### config.mk
export PLATFORM = sky130hd
export DESIGN_NAME = min_max_ctrl
export DESIGN_NICKNAME = d
export VERILOG_FILES = /design/src/rtl/min_max_pkg.sv /design/src/rtl/min_max_tick_div.sv /design/src/rtl/min_max_ctrl.sv
export SDC_FILE = /design/constraint.sdc
export NUM_CORES = 1
export LEC_CHECK = 0
export ABC_AREA = 1
export ABC_CLOCK_PERIOD_IN_PS = 3850
export CORE_MARGIN = 4
export CORE_UTILIZATION = 40
export CTS_CLUSTER_DIAMETER = 80
export CTS_CLUSTER_SIZE = 12
export DETAILED_ROUTE_END_ITERATION = 8
export PLACE_DENSITY_LB_ADDON = 0.05
export SETUP_SLACK_MARGIN = 0.5
export SLEW_MARGIN = 20
export SYNTH_ARGS = -nofsm -noshare
export SYNTH_HDL_FRONTEND = slang
export SYNTH_SLANG_ARGS = --single-unit
### constraint.sdc
create_clock -name clk_i -period 3.85 [get_ports clk_i]
set_input_delay 0.5775 -clock clk_i [delete_from_list [all_inputs] [get_ports clk_i]]
set_output_delay 0.5775 -clock clk_i [all_outputs]
set_load 0.02 [all_outputs]
### src/rtl/min_max_pkg.sv
// Shared types for the min_max controller: datapath command encoding,
// controller states and the reset command.
package min_max_pkg;

   // Datapath command, driven one-to-one onto the datapath com_i input.
   typedef enum logic [1:0] {
      COM_RANGE  = 2'b00,
      COM_LINEAR = 2'b01,
      COM_OFF    = 2'b10,
      COM_ON     = 2'b11
   } com_t;

   // Controller states; LOAD lasts exactly one cycle.
   typedef enum logic [1:0] {
      OFF,
      LOAD,
      STATIC,
      SWEEP
   } state_t;

   // Command presented after reset: all LEDs dark.
   localparam com_t COM_RESET = COM_OFF;

endpackage

### src/rtl/min_max_tick_div.sv
// Free-running divider: counts 0..DIV-1, flags the terminal count and wraps.
// A synchronous clear restarts the count from zero.
module min_max_tick_div #(
   parameter int unsigned DIV = 8
) (
   input  logic clk_i,
   input  logic rst_ni,
   input  logic clr_i,
   output logic tc_o
);

   localparam int unsigned   CW   = (DIV > 1) ? $clog2(DIV) : 1;
   localparam logic [CW-1:0] LAST = CW'(DIV - 1);

   logic [CW-1:0] cnt_q, cnt_d;

   assign tc_o = (cnt_q == LAST);

   // Next count: clear or wrap at terminal count, otherwise increment.
   always_comb begin
      // NOTE: the default comes first so every path assigns cnt_d and no latch is inferred.
      cnt_d = cnt_q + 1'b1;
      if (clr_i || tc_o) begin
         cnt_d = '0;
      end
   end

   // Count register.
   always_ff @(posedge clk_i or negedge rst_ni) begin
      if (!rst_ni) begin
         cnt_q <= '0;
      end else begin
         // NOTE: sequential state uses non-blocking assignments so every flop samples pre-edge values.
         cnt_q <= cnt_d;
      end
   end

endmodule

### src/rtl/min_max_ctrl.sv
// Sequencer for the min_max datapath: accepts and validates configuration
// requests, holds com/min/max/val in registers, generates the blink
// oscillator and optionally sweeps val from min to max.
module min_max_ctrl
   import min_max_pkg::*;
#(
   parameter int unsigned VALSIZE   = 4,
   parameter int unsigned OSC_HALF  = 8,
   parameter int unsigned SWEEP_DIV = 16
) (
   input  logic               clk_i,
   input  logic               rst_ni,
   input  logic               cfg_valid_i,
   output logic               cfg_ready_o,
   input  logic [1:0]         cfg_com_i,
   input  logic [VALSIZE-1:0] cfg_min_i,
   input  logic [VALSIZE-1:0] cfg_max_i,
   input  logic [VALSIZE-1:0] cfg_val_i,
   input  logic               cfg_sweep_i,
   output logic [1:0]         com_o,
   output logic [VALSIZE-1:0] min_o,
   output logic [VALSIZE-1:0] max_o,
   output logic [VALSIZE-1:0] val_o,
   output logic               osc_o,
   output logic               err_o,
   output logic               sweep_o
);

   typedef logic [VALSIZE-1:0] val_t;

   // Bounds v into [lo, hi]; used for the sweep start value.
   function automatic val_t clamp(input val_t v, input val_t lo, input val_t hi);
      if (v < lo) return lo;
      if (v > hi) return hi;
      return v;
   endfunction

   state_t state_q, state_d;

   // Captured request, consumed in LOAD. req_sweep_q already folds in com=RANGE.
   com_t req_com_q, req_com_d;
   val_t req_min_q, req_min_d;
   val_t req_max_q, req_max_d;
   val_t req_val_q, req_val_d;
   logic req_sweep_q, req_sweep_d;

   // Registered outputs.
   com_t com_q, com_d;
   val_t min_q, min_d;
   val_t max_q, max_d;
   val_t val_q, val_d;
   logic osc_q, osc_d;
   logic err_q, err_d;
   logic sweep_q, sweep_d;
   logic ready_q, ready_d;

   logic osc_tc, sweep_tc;
   logic accept, reject;

   // Both dividers restart on LOAD so a new configuration starts in phase;
   // the sweep divider is held at zero outside SWEEP.
   min_max_tick_div #(.DIV(OSC_HALF)) u_osc_div (
      .clk_i  (clk_i),
      .rst_ni (rst_ni),
      .clr_i  (state_q == LOAD),
      .tc_o   (osc_tc)
   );

   min_max_tick_div #(.DIV(SWEEP_DIV)) u_sweep_div (
      .clk_i  (clk_i),
      .rst_ni (rst_ni),
      .clr_i  (state_q != SWEEP),
      .tc_o   (sweep_tc)
   );

   assign accept = cfg_valid_i && ready_q;
   assign reject = accept && (com_t'(cfg_com_i) == COM_RANGE) && (cfg_min_i > cfg_max_i);

   // Next-state and next-output logic.
   always_comb begin
      state_d     = state_q;
      req_com_d   = req_com_q;
      req_min_d   = req_min_q;
      req_max_d   = req_max_q;
      req_val_d   = req_val_q;
      req_sweep_d = req_sweep_q;
      com_d       = com_q;
      min_d       = min_q;
      max_d       = max_q;
      val_d       = val_q;
      osc_d       = osc_tc ? ~osc_q : osc_q;
      err_d       = 1'b0;

      unique case (state_q)
         LOAD: begin
            com_d   = req_com_q;
            min_d   = req_min_q;
            max_d   = req_max_q;
            val_d   = req_sweep_q ? clamp(req_val_q, req_min_q, req_max_q) : req_val_q;
            osc_d   = 1'b0;
            state_d = req_sweep_q ? SWEEP : STATIC;
         end
         OFF, STATIC, SWEEP: begin
            if (accept && !reject) begin
               // An accepted request pre-empts any sweep step on this edge.
               req_com_d   = com_t'(cfg_com_i);
               req_min_d   = cfg_min_i;
               req_max_d   = cfg_max_i;
               req_val_d   = cfg_val_i;
               req_sweep_d = cfg_sweep_i && (com_t'(cfg_com_i) == COM_RANGE);
               state_d     = LOAD;
            end else begin
               err_d = reject;
               // Compare before increment so max = all-ones never overflows.
               if (state_q == SWEEP && sweep_tc) begin
                  val_d = (val_q == max_q) ? min_q : val_q + 1'b1;
               end
            end
         end
      endcase

      ready_d = (state_d != LOAD);
      sweep_d = (state_d == SWEEP);
   end

   // State, captured request and output registers.
   always_ff @(posedge clk_i or negedge rst_ni) begin
      if (!rst_ni) begin
         state_q     <= OFF;
         req_com_q   <= COM_RESET;
         req_min_q   <= '0;
         req_max_q   <= '0;
         req_val_q   <= '0;
         req_sweep_q <= 1'b0;
         com_q       <= COM_RESET;
         min_q       <= '0;
         max_q       <= '0;
         val_q       <= '0;
         osc_q       <= 1'b0;
         err_q       <= 1'b0;
         sweep_q     <= 1'b0;
         ready_q     <= 1'b1;
      end else begin
         state_q     <= state_d;
         req_com_q   <= req_com_d;
         req_min_q   <= req_min_d;
         req_max_q   <= req_max_d;
         req_val_q   <= req_val_d;
         req_sweep_q <= req_sweep_d;
         com_q       <= com_d;
         min_q       <= min_d;
         max_q       <= max_d;
         val_q       <= val_d;
         osc_q       <= osc_d;
         err_q       <= err_d;
         sweep_q     <= sweep_d;
         ready_q     <= ready_d;
      end
   end

   assign cfg_ready_o = ready_q;
   assign com_o       = com_q;
   assign min_o       = min_q;
   assign max_o       = max_q;
   assign val_o       = val_q;
   assign osc_o       = osc_q;
   assign err_o       = err_q;
   assign sweep_o     = sweep_q;

endmodule

==> summary.md <==
| Metric | Value |
|---|---|
| Status | complete, no violations |
| Vias in the first global route | 1817 |
| Layout Cells excl Fill | 395 |
| Hold WC Path Type | input port to asynchronous set/reset pin |
| Drt drc | 0 |
| EDFF count, synth | 0 |
| Pleak | 1.397 nW |
| Switching power total | ~0.0011 W |
| Ant diodes | 0 |
| WP data required | 4.03 ns |
| Clock Skew | around 0.011 ns |
| Post-DRT Antenna Nets | 0 |
| Startpoint Class | input port |
| Clk sinks | between 40 and 50 |
| Avg WL per Cell | 12.12 um |
| Hold WS | ~0.42 ns |
| Worst r2r path cells | 6 |
| Syn avg cell area | ~8 sq um |
| Register area share after synthesis | 0.4567 |
| Syn Nets | 318 |
| CTS tree | built |
| Post-synth top area share | 0.4225 |
| RR Endpoint | req_sweep_q$_DFFE_PN0P_ |
| Fillcell total | 554 |
| Synthesized instance count | 285 |
| Hold Fails Final Rpt | 0 |
| Dpl cell area | 0.002699 sq mm |
| Detailed Place HPWL | 3600 um |
| Final setup vio count | 0 |
| DP Cell Count | 387 |
| Fmax | 0.4333 GHz |
| Yosys reg bits | 42 |
| Comb power frac | 0.512 |
| Initial Util | 0.4169 |
| Worst path bufs/invs | 3 |
| Later-pin clock latency in the skew report | roughly 0.3 ns |
| Final worst path period share | 0.5994 |
| Cell Int Power | 0.001346 W |
| IO Port Bufs | 35 |
| CP arrival | 2.49 ns |
| Warnings, synthesis | 0 |
| Sequential share of power | 0.339 |
| Initial antenna violation count | 0 |
| Setup TNS | 0 ns |
| Worst slew margin | 0.3785 |
| Via count | between 1500 and 2000 |
| Minimum clock period | 2.308 ns |
| Final instance area | 0.002815 sq mm |
| Dpl ws | 1.214 ns |
| Deepest clock path buffer count | 2 |
| Die area | a little over 0.007 sq mm |
| CTS H-tree depth | 2 |
| Critical path's slowest cell | clkdlybuf4s50_1 |
| Final nets | 355 |
| Total gr overflow | 0 |
| Total global-route track usage | 0.1479 |
| Ys async rst share | 1.000 |
| RSZ-0062 raised after global routing | false |
| Setup crit end kind | flop |
| DR vias/cell | 4.630 |
| Post-synth top cells | nand2_1, dfrtp_1, inv_1 |
| CP delay by family, top | simple AND/OR/NAND/NOR gates |
| Critical Path Fanout Max | 20 |
| Area grow syn2layout | 21.89% |
| Routability Congestion | 0.8664 |
| Clock power share | 0.149 |
| Max Cap Viol | 0 |
| Sw Share | 0.4424 |
| Worst Tran Pin Value | 0.9322 ns |
| Worst path max stage delay | roughly 0.45 ns |
| Crit-path cells | clkdlybuf4s50_1, inv_1, ha_1, nand2_1, nor2_1, nor3_1, nand2_1, nand2_2, inv_2, nand4_1, o21ai_0 |
| Post-cts hold buffer count | 0 |
| Number of DRC markers in iteration 0 | 76 |
| Most used cell, CP | nand2_1 |
| WS Path Type | input port to flop |
| Largest net degree at the start of global routing | 43 |
| Total CTS buffers | 5 |
| Post-CTS setup buffers | 0 |
| Row cnt | 27 |
| Flop-to-flop setup slack | roughly 2 ns |
| Clock root cell | clkbuf_8 |
| Final WS setup | 1.542 ns |
| P per Cell Area | around 860 mW/mm^2 |
| Die X | 83.99 um |
| First-pass GRT wire length | 8418 um |
| Die height | ~84 um |
| Worst ir drop on vdd | 0.3549 mV |
| Max Slew Vio Count | 0 |
| Dominant synthesized flop cell | dfrtp_1 |
| Top-count cell post-synth | nand2_1 |
| CTS clk-pin slew, worst paths | 0.08 ns |
| Synthesized area | 0.002310 sq mm |
| Post_cts resized | 0 |
| Core Area | 0.005540 sq mm |
| Yosys cell types | 29 |
| Drt first pass iters | 4 |
| Final wirelength | approximately 4800 um |
| I/O pin cnt | 36 |
| Yosys top cell by area | dfrtp_1 |
| RR Startpoint | state_q[1]$_DFF_PN0_ |
| Area contributors post-synth | dfrtp_1, nand2_1, ha_1, inv_1, nand3_1 |
| Layout cells sized above 1 | 0.1022 |
[registers in the layout (all words and copies together), names as in the netlist]
signal and cells:
state_q 2, req_com_q 2, min_o 4, osc_o 1
req_min_q 4, val_o 4, com_o 2, sweep_o 1
u_sweep_div.cnt_q 4, u_osc_div.cnt_q 3, cfg_ready_o 1, req_val_q 4
err_o 1, req_max_q 4, max_o 4, req_sweep_q 1
[placed cells by master (no fill, tap or decap), types with 4 or more instances in the layout]
master,Yosys,final
a21oi_1,5,5
a21oi_2,4,4
clkbuf_8,0,6
clkdlybuf4s50_1,0,34
dfrtp_1,39,39
ha_1,15,15
inv_1,39,39
inv_2,4,4
nand2_1,83,83
nand3_1,23,23
nor2_1,19,19
nor2_2,5,5
o21ai_0,13,13
o21ai_1,9,9
[routing by layer]
| layer | global-route usage | vias to the layer above | wire [um] |
|---|---|---|---|
| met5 | 0 | - | 0 |
| met4 | 0.05702 | 0 | 116 |
| met3 | 0.04047 | 12 | 275 |
| met2 | 0.2213 | 54 | 2048 |
| met1 | 0.2032 | 798 | 2347 |
| li1 | - | 965 | - |
[cell families after synthesis]
| family | count (synthesis) | synth area share |
|---|---|---|
| buffers and inverters | 50 | 0.09534 |
| XOR/XNOR | 4 | 0.01517 |
| flip-flops | 42 | 0.4567 |
| adder cells (fa/ha/maj) | 15 | 0.08126 |
| AND/OR/NAND/NOR | 141 | 0.2714 |
| AO/OA/AOI/OAI | 33 | 0.08017 |
[how the worst max path moves through the flow]
stage | from | endpoint | slack [ns] | cells after the start
after floorplan | cfg_max_i[3] | val_o[3]$_DFFE_PN0P_ | 2.06 | 11
after global placement | cfg_max_i[3] | req_sweep_q$_DFFE_PN0P_ | 1.28 | 11
final | cfg_max_i[3] | req_sweep_q$_DFFE_PN0P_ | 1.54 | 11
after detailed placement | cfg_max_i[3] | req_sweep_q$_DFFE_PN0P_ | 1.21 | 11
after CTS | cfg_max_i[3] | req_sweep_q$_DFFE_PN0P_ | 1.53 | 11
after global routing | cfg_max_i[3] | req_sweep_q$_DFFE_PN0P_ | 1.32 | 10
[worst reg2reg max path, stage by stage (launching register included)]
cell and delay (ns):
dfrtp_1 0.44, nor2_4 0.42, nor2_1 0.10, nand2_2 0.37
inv_2 0.23, nand4_1 0.11, o21ai_0 0.07
[through the flow]
step | total power (W) | utilization
finish | 0.002413 | 0.5081
global route | 0.002653 | 0.5081
CTS | 0.002444 | 0.5081
detailed placement | 0.002074 | 0.4871
global placement | 0.002060 | 0.4871
floorplan | 0.001709 | -
[power groups by stage]
stage,clock [W],sequential (W),combinational (W)
2_1_floorplan,0,0.000870,0.000840
3_3_place_gp,0,0.000825,0.00124
3_5_place_dp,0,0.000827,0.00125
4_1_cts,0.000369,0.000820,0.00125
5_1_grt,0.000392,0.000849,0.00141
6_report,0.000359,0.000818,0.00124
[final cells by class]
type	count	area, sq um	share of cell area
clock buffer	7	86.33	0.03067
clock inverter	1	30.03	0.01067
inverter	45	173.9	0.06178
multi-input combinational	193	1035	0.3676
sequential	42	1055	0.3747
tap	72	90.09	0.03200
timing repair buffer	35	345.3	0.1227
Power figures use the tool's default switching activity.
